### src/rtl/tc_to_fp_seq_if.sv
// Valid/ready handshake bundle for the tc_to_fp_seq converter: sample in, float out.
// The producer/consumer side uses master; the converter uses slave.
interface tc_to_fp_seq_if #(
    parameter int W = 12,
    parameter int M = 4,
    parameter int E = 3
);
    logic         in_valid;
    logic         in_ready;
    logic [W-1:0] in_data;
    logic         out_valid;
    logic         out_ready;
    logic         out_sign;
    logic [E-1:0] out_exp;
    logic [M-1:0] out_sig;

    modport master (
        output in_valid, in_data, out_ready,
        input  in_ready, out_valid, out_sign, out_exp, out_sig
    );

    modport slave (
        input  in_valid, in_data, out_ready,
        output in_ready, out_valid, out_sign, out_exp, out_sig
    );
endinterface

### src/rtl/tc_to_fp_seq.sv
// Serial two's-complement to sign/exponent/significand converter (value = F * 2^exp).
// Saturating abs, one-bit-per-cycle normalisation, round half-up with exponent carry/saturation.
module tc_to_fp_seq #(
    parameter int W = 12,
    parameter int M = 4,
    parameter int E = 3
) (
    input  logic           clk,
    input  logic           rst,
    tc_to_fp_seq_if.slave  io
);
    localparam int unsigned     SHIFT_MAX = W - 1 - M;
    localparam logic [E-1:0]    ECNT_INIT = E'(SHIFT_MAX);
    localparam logic [E-1:0]    EXP_MAX   = '1;
    localparam logic [M-1:0]    SIG_MAX   = '1;
    localparam logic [M-1:0]    SIG_HALF  = M'(1) << (M - 1);
    localparam logic [W-1:0]    MAG_MAX   = {1'b0, {(W-1){1'b1}}};

    if (W < M + 2) begin : g_bad_width
        $error("tc_to_fp_seq: W must be at least M+2");
    end
    if (W - 1 - M > (2 ** E) - 1) begin : g_bad_exp
        $error("tc_to_fp_seq: exponent field too narrow for W-1-M");
    end

    typedef enum logic [2:0] {IDLE, ABS, NORM, ROUND, DONE} state_t;

    state_t       state;
    logic [W-1:0] data_q;
    logic [W-1:0] sh;
    logic [E-1:0] ecnt;
    logic         sign;

    logic         in_ready_q;
    logic         out_valid_q;
    logic         out_sign_q;
    logic [E-1:0] out_exp_q;
    logic [M-1:0] out_sig_q;

    logic [W-1:0] mag;
    logic [M-1:0] frac;
    logic         rb;
    logic [E-1:0] r_exp;
    logic [M-1:0] r_sig;

    // Most-negative input has no positive twin; clamp it so sh[W-1] stays clear.
    always_comb begin
        if (!data_q[W-1]) begin
            mag = data_q;
        end else if (data_q[W-2:0] == '0) begin
            mag = MAG_MAX;
        end else begin
            mag = ~data_q + W'(1);
        end
    end

    assign frac = sh[W-2 -: M];
    assign rb   = sh[W-2-M];

    // NOTE: both outputs get a value before any branch, so no latch is inferred.
    always_comb begin
        r_exp = ecnt;
        r_sig = frac;
        if (rb) begin
            if (frac != SIG_MAX) begin
                r_sig = frac + M'(1);
            end else if (ecnt != EXP_MAX) begin
                r_exp = ecnt + E'(1);
                r_sig = SIG_HALF;
            end else begin
                r_sig = SIG_MAX;
            end
        end
    end

    // NOTE: all state below uses non-blocking assignments so every register
    // sees the pre-edge values of the others.
    always_ff @(posedge clk) begin
        if (rst) begin
            state       <= IDLE;
            data_q      <= '0;
            sh          <= '0;
            ecnt        <= '0;
            sign        <= 1'b0;
            in_ready_q  <= 1'b1;
            out_valid_q <= 1'b0;
            out_sign_q  <= 1'b0;
            out_exp_q   <= '0;
            out_sig_q   <= '0;
        end else begin
            case (state)
                IDLE: begin
                    if (io.in_valid) begin
                        data_q     <= io.in_data;
                        in_ready_q <= 1'b0;
                        state      <= ABS;
                    end
                end
                ABS: begin
                    sign  <= data_q[W-1];
                    sh    <= mag;
                    ecnt  <= ECNT_INIT;
                    state <= NORM;
                end
                NORM: begin
                    if (sh[W-2] || ecnt == '0) begin
                        state <= ROUND;
                    end else begin
                        sh   <= sh << 1;
                        ecnt <= ecnt - E'(1);
                    end
                end
                ROUND: begin
                    out_sign_q  <= sign;
                    out_exp_q   <= r_exp;
                    out_sig_q   <= r_sig;
                    out_valid_q <= 1'b1;
                    state       <= DONE;
                end
                DONE: begin
                    if (io.out_ready) begin
                        out_valid_q <= 1'b0;
                        in_ready_q  <= 1'b1;
                        state       <= IDLE;
                    end
                end
                default: begin
                    state <= IDLE;
                end
            endcase
        end
    end

    assign io.in_ready  = in_ready_q;
    assign io.out_valid = out_valid_q;
    assign io.out_sign  = out_sign_q;
    assign io.out_exp   = out_exp_q;
    assign io.out_sig   = out_sig_q;
endmodule
### src/flat_wrapper.sv
// flat-port wrapper written by rule: the top's interface ports become plain ports
module tc_to_fp_seq_flat 
#(
    parameter int W = 12,
    parameter int M = 4,
    parameter int E = 3
)
  (clk, rst, io_in_valid, io_in_data, io_out_ready, io_in_ready, io_out_valid, io_out_sign, io_out_exp, io_out_sig);
  tc_to_fp_seq_if #(.W(W), .M(M), .E(E)) io_i ();
  input  logic clk;
  input  logic rst;
  input wire logic [$bits(io_i.in_valid)-1:0] io_in_valid;
  input wire logic [$bits(io_i.in_data)-1:0] io_in_data;
  input wire logic [$bits(io_i.out_ready)-1:0] io_out_ready;
  output wire logic [$bits(io_i.in_ready)-1:0] io_in_ready;
  output wire logic [$bits(io_i.out_valid)-1:0] io_out_valid;
  output wire logic [$bits(io_i.out_sign)-1:0] io_out_sign;
  output wire logic [$bits(io_i.out_exp)-1:0] io_out_exp;
  output wire logic [$bits(io_i.out_sig)-1:0] io_out_sig;
  assign io_i.in_valid = io_in_valid;
  assign io_i.in_data = io_in_data;
  assign io_i.out_ready = io_out_ready;
  assign io_in_ready = io_i.in_ready;
  assign io_out_valid = io_i.out_valid;
  assign io_out_sign = io_i.out_sign;
  assign io_out_exp = io_i.out_exp;
  assign io_out_sig = io_i.out_sig;
  tc_to_fp_seq #(.W(W), .M(M), .E(E)) u_core (.clk(clk), .rst(rst), .io(io_i));
endmodule
### config.mk
export PLATFORM = sky130hd
export DESIGN_NAME = tc_to_fp_seq_flat
export DESIGN_NICKNAME = d
export VERILOG_FILES = /design/src/rtl/tc_to_fp_seq_if.sv /design/src/rtl/tc_to_fp_seq.sv /design/src/flat_wrapper.sv
export SDC_FILE = /design/constraint.sdc
export NUM_CORES = 1
export LEC_CHECK = 0
export ABC_AREA = 1
export CAP_MARGIN = 30
export CELL_PAD_IN_SITES_DETAIL_PLACEMENT = 2
export CELL_PAD_IN_SITES_GLOBAL_PLACEMENT = 2
export CORE_ASPECT_RATIO = 0.5
export CORE_UTILIZATION = 24
export DETAILED_ROUTE_END_ITERATION = 8
export GPL_TIMING_DRIVEN = 0
export PLACE_DENSITY = 0.62
export SETUP_SLACK_MARGIN = 0.5
export SLEW_MARGIN = 5
export SYNTH_ARGS = -nofsm -noshare
export SYNTH_HDL_FRONTEND = slang
export SYNTH_SLANG_ARGS = --single-unit
### constraint.sdc
create_clock -name clk -period 1.98 [get_ports clk]
set_input_delay 0.198 -clock clk [delete_from_list [all_inputs] [get_ports clk]]
set_output_delay 0.198 -clock clk [all_outputs]
set_load 0.01 [all_outputs]
==> results of run 1 <==
## stage by stage
stage / area (um^2) / setup slack, ns / std cells / hold WS, ns
2_1_floorplan: 2030 / 0.606 / 274 / 0.333
3_3_place_gp: 2410 / 0.342 / 410 / 0.439
3_5_place_dp: 2410 / 0.325 / 410 / 0.462
4_1_cts: 2640 / 0.492 / 421 / 0.221
5_1_grt: 2790 / 0.413 / 432 / 0.239
6_report: 2790 / 0.488 / 432 / 0.226
## path summary, 6_finish.rpt
kind / from / endpoint / slack (ns) / cells after the start
worst max-delay path: u_core.ecnt[0] / u_core.sh[0] / 0.49 / 11
worst min-delay path: rst / u_core.ecnt[1] / 0.23 / 2
worst max register to register: u_core.ecnt[0] / u_core.sh[0] / 0.49 / 11
worst min register to register: u_core.io.in_ready / u_core.io.in_ready / 0.47 / 2
## synthesized netlist by cell type (2+ instances only)
cell      count  area, um^2
buf_2         4        20.0
nand2_1      49         184
dfxtp_1      40         801
inv_1        27         101
or2_0         3        18.8
xor2_1        4        35.0
or2_2         5        31.3
a21oi_2       2        17.5
nand3_2       3        30.0
nor2_1       17        63.8
nand4_1       2        12.5
nor2_4        3        33.8
nand2_2       4        25.0
ha_1          5        62.6
a31oi_1       6        37.5
inv_2         2        7.51
clkbuf_1      3        11.3
nor2_2        2        12.5
a21oi_1      30         150
nand3_1      13        65.1
o21ai_0      36         180
## cells by family (layout without fill, tap and decap cells)
group | Yosys count | count (layout) | share of synthesized area
flip-flops | 40 | 40 | 0.394
XOR/XNOR | 5 | 5 | 0.0215
buffers and inverters | 39 | 84 | 0.0812
AND/OR/NAND/NOR | 105 | 106 | 0.257
AO/OA/AOI/OAI | 80 | 80 | 0.215
adder cells (fa/ha/maj) | 5 | 5 | 0.0308
## sequential cells by signal (all words and copies together), names as in the netlist
register	cells
u_core.io.out_valid	1
u_core.io.in_ready	1
u_core.io.out_sig	4
u_core.sign	1
u_core.io.out_exp	3
u_core.state	3
u_core.io.out_sign	1
u_core.sh	11
u_core.data_q	12
u_core.ecnt	3
## power groups by stage
| stage | registers [mW] | logic [mW] | clock network, mW |
|---|---|---|---|
| 2_1_floorplan | 0.973 | 0.403 | 0 |
| 3_3_place_gp | 0.993 | 0.566 | 0 |
| 3_5_place_dp | 0.998 | 0.584 | 0 |
| 4_1_cts | 0.985 | 0.621 | 1.01 |
| 5_1_grt | 1.00 | 0.787 | 1.04 |
| 6_report | 0.989 | 0.703 | 0.981 |
## layout make-up
type	instances	area [um^2]
Clock inverter	3	46.3
Buffer	9	58.8
Inverter	30	123
Clock buffer	5	125
Timing Repair Buffer	37	338
Tap cell	112	140
Fill cell	946	5320
Multi-Input combinational cell	196	1150
Sequential cell	40	808
## routing by layer
layer | part of all wire | track usage | vias to the layer above
li1 | - | - | 1000
met1 | 0.51 | 0.223 | 965
met2 | 0.46 | 0.271 | 22
met3 | 0.022 | 0.0350 | 5
met4 | 0.0076 | 0.0436 | 0
met5 | 0 | 0 | -
## what timing repair did
item                                    CTS  global route
pin swaps                                 4             8
buffers inserted                          2            11
endpoints found under the setup margin   17            31
gates cloned                              1             0
resized for setup                        12            25
==> out/qor.csv, run 1 <==
metric,value,unit
crit-path cells,inv_2 -> ha_4 -> inv_2 -> nor2_1 -> nor2_2 -> nand2_4 -> nand2_8 -> inv_8 -> buf_4 -> nand2_1 -> a21oi_1,
dpl hpwl,4750,um
die width,132,um
clk_skew,0.00927,ns
"Slew Viols, Final",0,
GRT Overall Usage,0.166,
antenna violations before repair,0,
Internal,1.79,mW
Flop pwr share,0.370,
Die Y,67.1,um
Rel. slew slack,0.586,
Placer Congestion,0.776,
number of synthesized flops with an enable pin,0,
post-synth net total,295,
Gate Count Post-Synth,274,
hold crit path type,in -> reg,
Setup CP Type,reg -> reg,
Synth Warn #,0,
"Hold Violations, Final",0,
Inserted Clock Buffers,5,
Post-Syn Area,2030,um^2
drt wl/cell,16.1,um
Worst Path Arrival,1.71,ns
Routed WL,6940,um
crit-path max cell delay,0.33,ns
worst-case clock buffer depth,2,
synth-to-layout area growth,37.4,%
CTS tree,built,
status,completed,
Root Driver,clkbuf_16,
nets,340,
"Buf+Inv Stages, Crit Path",4,
Max Freq,670,MHz
clock slew at reported path FFs,0.07,ns
critical path endpoint category,flip-flop,
first-pass GRT wire length,11200,um
measured slew at the worst slew-check pin,0.620,ns
power per cell area,957,nW/um^2
share of cells above drive strength 1,0.241,
sequential-to-total area share from yosys stat,0.394,
I/O Buffers,24,
Most used DFF post-synth,dfxtp_1,
pin count of the biggest net entering global routing,15,
Net Sw Frac,0.331,
"Hold-fix buffers, CTS",0,
RSZ-0062 raised after global routing,true,
Pleak,1.12,nW
total grt overflow,0,
distinct cell type count after synthesis,35,
#FFs+latches synth,40,
asr flop ratio synth,0,
DR iter-0 viols,100,
fin crit share,0.754,
Startpoint Class,flip-flop,
Core ar.,8120,um^2
setup TNS,0,ns
Worst Path Required,2.20,ns
Tot Pwr,2.67,mW
clock latency on the worst-skew pair,0.30,ns
peak supply drop,383,uV
# IOs,26,
Max-cap violations,0,
crit path max fanout,5,
clock share of power,0.367,
drt via density,4.61,
CP dominant cell by count,inv_2,
Comb power frac,0.263,
First-pass DRT Iterations,4,
DR DRC count,0,
# diodes,0,
via count,1992,
num rows,23,
clock period minus worst slack,1.49,ns
final core occ,0.344,
"commonest non-fill, non-tap cells in the layout","48 x nand2_1, 35 x o21ai_0, 34 x dfxtp_1, 29 x a21oi_1, 24 x clkdlybuf4s50_1",
vias in the first global route,2138,
"commonest non-fill, non-tap cell in the layout",nand2_1,
syn_area_per_cell,7.42,um^2
Starting Density,0.251,
Final setup viols,0,
htree depth,2,
Antenna Nets Post-Route,0,
Top delay family on crit path,simple AND/OR/NAND/NOR gates,
Net Sw Power,0.884,mW
CTS Sinks,40,
Worst path slowest cell,dfxtp_2,
Die Area,8870,um^2
(Power assumes the default switching activity.)
==> run 2: changes to the inputs <==
==> constraint.sdc (replaced) <==
create_clock -name clk -period 1.54 [get_ports clk]
set_input_delay 0.154 -clock clk [delete_from_list [all_inputs] [get_ports clk]]
set_output_delay 0.154 -clock clk [all_outputs]
set_load 0.01 [all_outputs]
==> out/qor.csv, run 2 (synthesized netlist as in run 1, its figures left out) <==
metric,value,unit
status,completed,
Worst Path Arrival,1.65,ns
Final setup viols,0,
Core ar.,8120,um^2
crit-path cells,inv_2 -> ha_4 -> inv_2 -> nor2_2 -> nor2_2 -> nand2_4 -> nand2_8 -> buf_4 -> o21ai_2 -> a21oi_2,
worst-case clock buffer depth,2,
critical path endpoint category,flip-flop,
fin crit share,0.961,
htree depth,2,
Top delay family on crit path,simple AND/OR/NAND/NOR gates,
CTS Sinks,40,
pin count of the biggest net entering global routing,13,
"Hold Violations, Final",0,
Tot Pwr,3.68,mW
clock slew at reported path FFs,0.06,ns
Placer Congestion,0.718,
num rows,23,
area of placed instances,2470,um^2
hold path cells,2,
crit-path max cell delay,0.33,ns
Startpoint Class,flip-flop,
dpl hpwl,4780,um
Rel. slew slack,0.544,
WP depth,10,
die width,132,um
Comb power frac,0.370,
Flop pwr share,0.354,
Filler cells,896,
antenna violations before repair,0,
crit path max fanout,5,
Max-cap violations,0,
Worst path slowest cell,dfxtp_2,
Inserted Clock Buffers,5,
drt wl/cell,18.1,um
via count,2162,
"commonest non-fill, non-tap cells in the layout","42 x nand2_1, 28 x dfxtp_1, 25 x buf_4, 21 x o21ai_2, 17 x inv_1",
hold crit path type,in -> reg,
GRT Overall Usage,0.176,
I/O Buffers,24,
Die Y,67.1,um
Die Area,8870,um^2
DR DRC count,0,
share of cells above drive strength 1,0.509,
total grt overflow,0,
"commonest non-fill, non-tap cell in the layout",nand2_1,
Max Freq,676,MHz
RSZ-0062 raised after global routing,true,
Net Sw Frac,0.353,
Crit Reg-Reg Startpoint,u_core.ecnt[0],
Largest register FFs,12,
final worst setup slack,0.0597,ns
dpl ws,0.0487,ns
power per cell area,1070,nW/um^2
clock latency on the worst-skew pair,0.29,ns
clk_skew,0.00568,ns
Pleak,1.36,nW
"Slew Viols, Final",0,
reg2reg path depth,10,
dpl cells,410,
Starting Density,0.251,
measured slew at the worst slew-check pin,0.683,ns
Internal,2.38,mW
vias in the first global route,2256,
Routed WL,8310,um
First-pass DRT Iterations,4,
setup TNS,0,ns
Setup CP Type,reg -> reg,
clock period minus worst slack,1.48,ns
# diodes,0,
Finished Cell Area,3450,um^2
first-pass GRT wire length,11800,um
Net Sw Power,1.30,mW
peak supply drop,457,uV
Layout Cells excl Fill,460,
Root Driver,clkbuf_16,
Worst Path Required,1.71,ns
DR iter-0 viols,39,
synth-to-layout area growth,69.7,%
# IOs,26,
nets,369,
clock share of power,0.276,
"Hold-fix buffers, CTS",0,
drt via density,4.70,
most flop-heavy register,u_core.data_q,
Setup crit start,u_core.ecnt[0],
CTS tree,built,
Hold Crit Start,rst,
Antenna Nets Post-Route,0,
"Buf+Inv Stages, Crit Path",3,
run 2: power groups by stage:
| stage | Sequential (mW) | Combinational, mW | Clock (mW) |
|---|---|---|---|
| 4_1_cts | 1.28 | 1.11 | 1.06 |
| 2_1_floorplan | 1.26 | 0.552 | 0 |
| 3_5_place_dp | 1.30 | 0.786 | 0 |
| 3_3_place_gp | 1.29 | 0.758 | 0 |
| 6_report | 1.30 | 1.36 | 1.01 |
| 5_1_grt | 1.32 | 1.48 | 1.09 |
run 2: final timing paths:
path | slack, ns | to
setup / recovery | 0.06 | u_core.sh[3]
hold / removal | 0.19 | u_core.io.out_valid
setup reg to reg | 0.06 | u_core.sh[3]
hold reg to reg | 0.47 | u_core.io.out_exp[1]
run 2: area by class of cell:
| type | count | area (um^2) | area share |
|---|---|---|---|
| tap | 112 | 140 | 0.0406 |
| inverter | 30 | 138 | 0.0399 |
| sequential | 40 | 826 | 0.239 |
| multi-input combinational | 196 | 1460 | 0.422 |
| clock inverter | 2 | 12.5 | 0.00363 |
| clock buffer | 5 | 125 | 0.0363 |
| buffer | 9 | 82.6 | 0.0239 |
| timing repair buffer | 66 | 671 | 0.194 |
run 2: stage by stage:
stage                util  hold slack [ns]
finish              0.425            0.185
global route        0.425            0.223
CTS                 0.378            0.184
detailed placement  0.305            0.453
global placement    0.305            0.438
floorplan               -            0.289
run 2: routing by layer:
layer	wire length, um	share of wire	vias to the layer above	GRT usage
met3	167	0.020	7	0.0350
met5	0	0	-	0
li1	-	-	1058	-
met1	3850	0.46	1076	0.221
met4	65	0.0078	0	0.0392
met2	4230	0.51	21	0.313
run 2: repair_timing:
action                                  in CTS  in global routing
gates resized for setup                     82                 90
buffers inserted                            20                 18
pin swaps                                   18                 25
endpoints found under the setup margin      49                 47
cloned                                       5                  0
run 2: worst reg2reg max path, cell delays in order (launching register included):
cell and delay [ns]:
dfxtp_2 0.33, inv_2 0.08, ha_4 0.13, inv_2 0.03
nor2_2 0.08, nor2_2 0.05, nand2_4 0.15, nand2_8 0.11
buf_4 0.16, o21ai_2 0.19, a21oi_2 0.05
==> run 3: changes to the inputs <==
--- a/config.mk
+++ b/config.mk
@@ -10,7 +10,9 @@
 export CELL_PAD_IN_SITES_DETAIL_PLACEMENT = 2
 export CELL_PAD_IN_SITES_GLOBAL_PLACEMENT = 2
 export CORE_ASPECT_RATIO = 0.5
+export CORE_MARGIN = 5
 export CORE_UTILIZATION = 24
+export CTS_CLUSTER_SIZE = 14
 export DETAILED_ROUTE_END_ITERATION = 8
 export GPL_TIMING_DRIVEN = 0
 export PLACE_DENSITY = 0.62
==> out/qor.csv, run 3 (synthesized netlist as in run 1, its figures left out) <==
metric,value,unit
"Hold Violations, Final",0,
GRT Overall Usage,0.154,
Core ar.,8120,um^2
pin count of the biggest net entering global routing,12,
Filler cells,899,
Max-cap violations,0,
Antenna Nets Post-Route,0,
Setup CP Type,reg -> reg,
I/O Buffers,24,
antenna violations before repair,0,
Hold Path End,u_core.ecnt[1],
DR DRC count,0,
fin crit share,0.995,
Internal,2.35,mW
Crit Reg-Reg Startpoint,u_core.ecnt[1],
dpl ws,0.0410,ns
worst-case clock buffer depth,2,
nets,369,
Rel. slew slack,0.546,
dpl hpwl,4980,um
num rows,23,
Final setup viols,0,
hold crit path type,in -> reg,
drt wl/cell,17.6,um
clk_skew,0.00471,ns
# diodes,0,
crit path max fanout,5,
hold path cells,2,
vias in the first global route,2406,
area occupied by multi-input gates,1380,um^2
share of cells above drive strength 1,0.483,
Sequential cell area,831,um^2
Flop pwr share,0.364,
htree depth,2,
"commonest non-fill, non-tap cells in the layout","43 x nand2_1, 27 x buf_4, 24 x dfxtp_1, 22 x a21oi_1, 20 x o21ai_2",
Starting Density,0.251,
Comb power frac,0.348,
synth-to-layout area growth,66.4,%
Startpoint Class,flip-flop,
Worst Path Required,1.68,ns
drt via density,4.72,
clock slew at reported path FFs,0.06,ns
Die Y,75.1,um
Root Driver,clkbuf_16,
DR iter-0 viols,64,
Tot Pwr,3.60,mW
Worst Path Arrival,1.68,ns
clock period minus worst slack,1.53,ns
total grt overflow,0,
power per cell area,1060,nW/um^2
Max Freq,653,MHz
"Slew Viols, Final",0,
"commonest non-fill, non-tap cell in the layout",nand2_1,
critical path endpoint category,flip-flop,
RSZ-0062 raised after global routing,true,
Placer Congestion,0.690,
Net Sw Power,1.25,mW
CTS tree,built,
via count,2172,
final core occ,0.417,
Die Area,10500,um^2
die width,140,um
Reg2Reg Setup Slack,0.008,ns
Pleak,1.36,nW
clock share of power,0.288,
"Hold-fix buffers, CTS",0,
most flop-heavy register,u_core.data_q,
end of the worst register-to-register path,u_core.state[0],
final worst setup slack,0.00846,ns
reg2reg path depth,8,
status,completed,
measured slew at the worst slew-check pin,0.681,ns
CTS Sinks,40,
clock latency on the worst-skew pair,0.29,ns
Hold Crit Start,rst,
First-pass DRT Iterations,4,
Routed WL,8110,um
Net Sw Frac,0.348,
peak supply drop,471,uV
# IOs,26,
Inserted Clock Buffers,5,
Largest register FFs,12,
first-pass GRT wire length,12500,um
run 3: changes by cell type in the layout (fill, tap and decap cells not counted), sizes merged:
| cell | change |
|---|---|
| buf | -1 |
| clkbuf | +1 |
| clkdlybuf4s15 | +1 |
| clkinv | -1 |
| clkinvlp | -1 |
| inv | +1 |
run 3: worst max-delay path by stage:
stage / startpoint / to / cells after the start
after floorplan: u_core.ecnt[0] / u_core.sh[9] / 10
after detailed placement: u_core.ecnt[0] / u_core.sh[10] / 11
after global placement: u_core.data_q[0] / u_core.sh[8] / 10
after CTS: u_core.ecnt[1] / u_core.sh[9] / 10
after global routing: u_core.ecnt[1] / u_core.state[0] / 8
final: u_core.ecnt[1] / u_core.state[0] / 8
run 3: stage by stage:
step	instance area, um^2	hold WS [ns]	TNS [ns]	instances
final	3380	0.191	0	460
after global routing	3380	0.204	-0.0562	460
after CTS	3160	0.168	0	444
after detailed placement	2470	0.453	0	410
after global placement	2470	0.439	0	410
after floorplan	2090	0.289	0	274
run 3: critical path, cell delays in order, from the launching register on:
cell and delay [ns]:
dfxtp_2 0.34, inv_4 0.07, ha_4 0.12, inv_2 0.03
nor2_2 0.08, nor2_2 0.05, nand2_4 0.13, nand2_1 0.14
a2111oi_2 0.42
run 3: what timing repair did:
action,in CTS,in global routing
pin swaps,20,19
gates cloned,4,1
resized for setup,108,44
setup endpoints to repair,49,46
buffers inserted,23,15
run 3: layout make-up:
class	count	area share
flip-flops and latches	40	0.246
well taps	112	0.0414
multi-input cells	196	0.408
plain buffers	9	0.0259
clock inverters	1	0.00148
inverters	30	0.0399
clock buffers	6	0.0381
repair buffers	66	0.200
run 3: per-layer routing:
| metal | up-vias | global-route usage | share of wire |
|---|---|---|---|
| met3 | 9 | 0.0349 | 0.026 |
| met1 | 1084 | 0.183 | 0.46 |
| met2 | 21 | 0.283 | 0.50 |
| met5 | - | 0 | 0 |
| met4 | 0 | 0.0494 | 0.012 |
| li1 | 1058 | - | - |
run 3: power groups by stage:
stage / registers (mW) / clock network [mW] / logic, mW
after global placement: 1.29 / 0 / 0.758
after CTS: 1.29 / 1.07 / 1.11
after detailed placement: 1.30 / 0 / 0.786
after floorplan: 1.26 / 0 / 0.552
final: 1.31 / 1.04 / 1.25
after global routing: 1.33 / 1.10 / 1.38
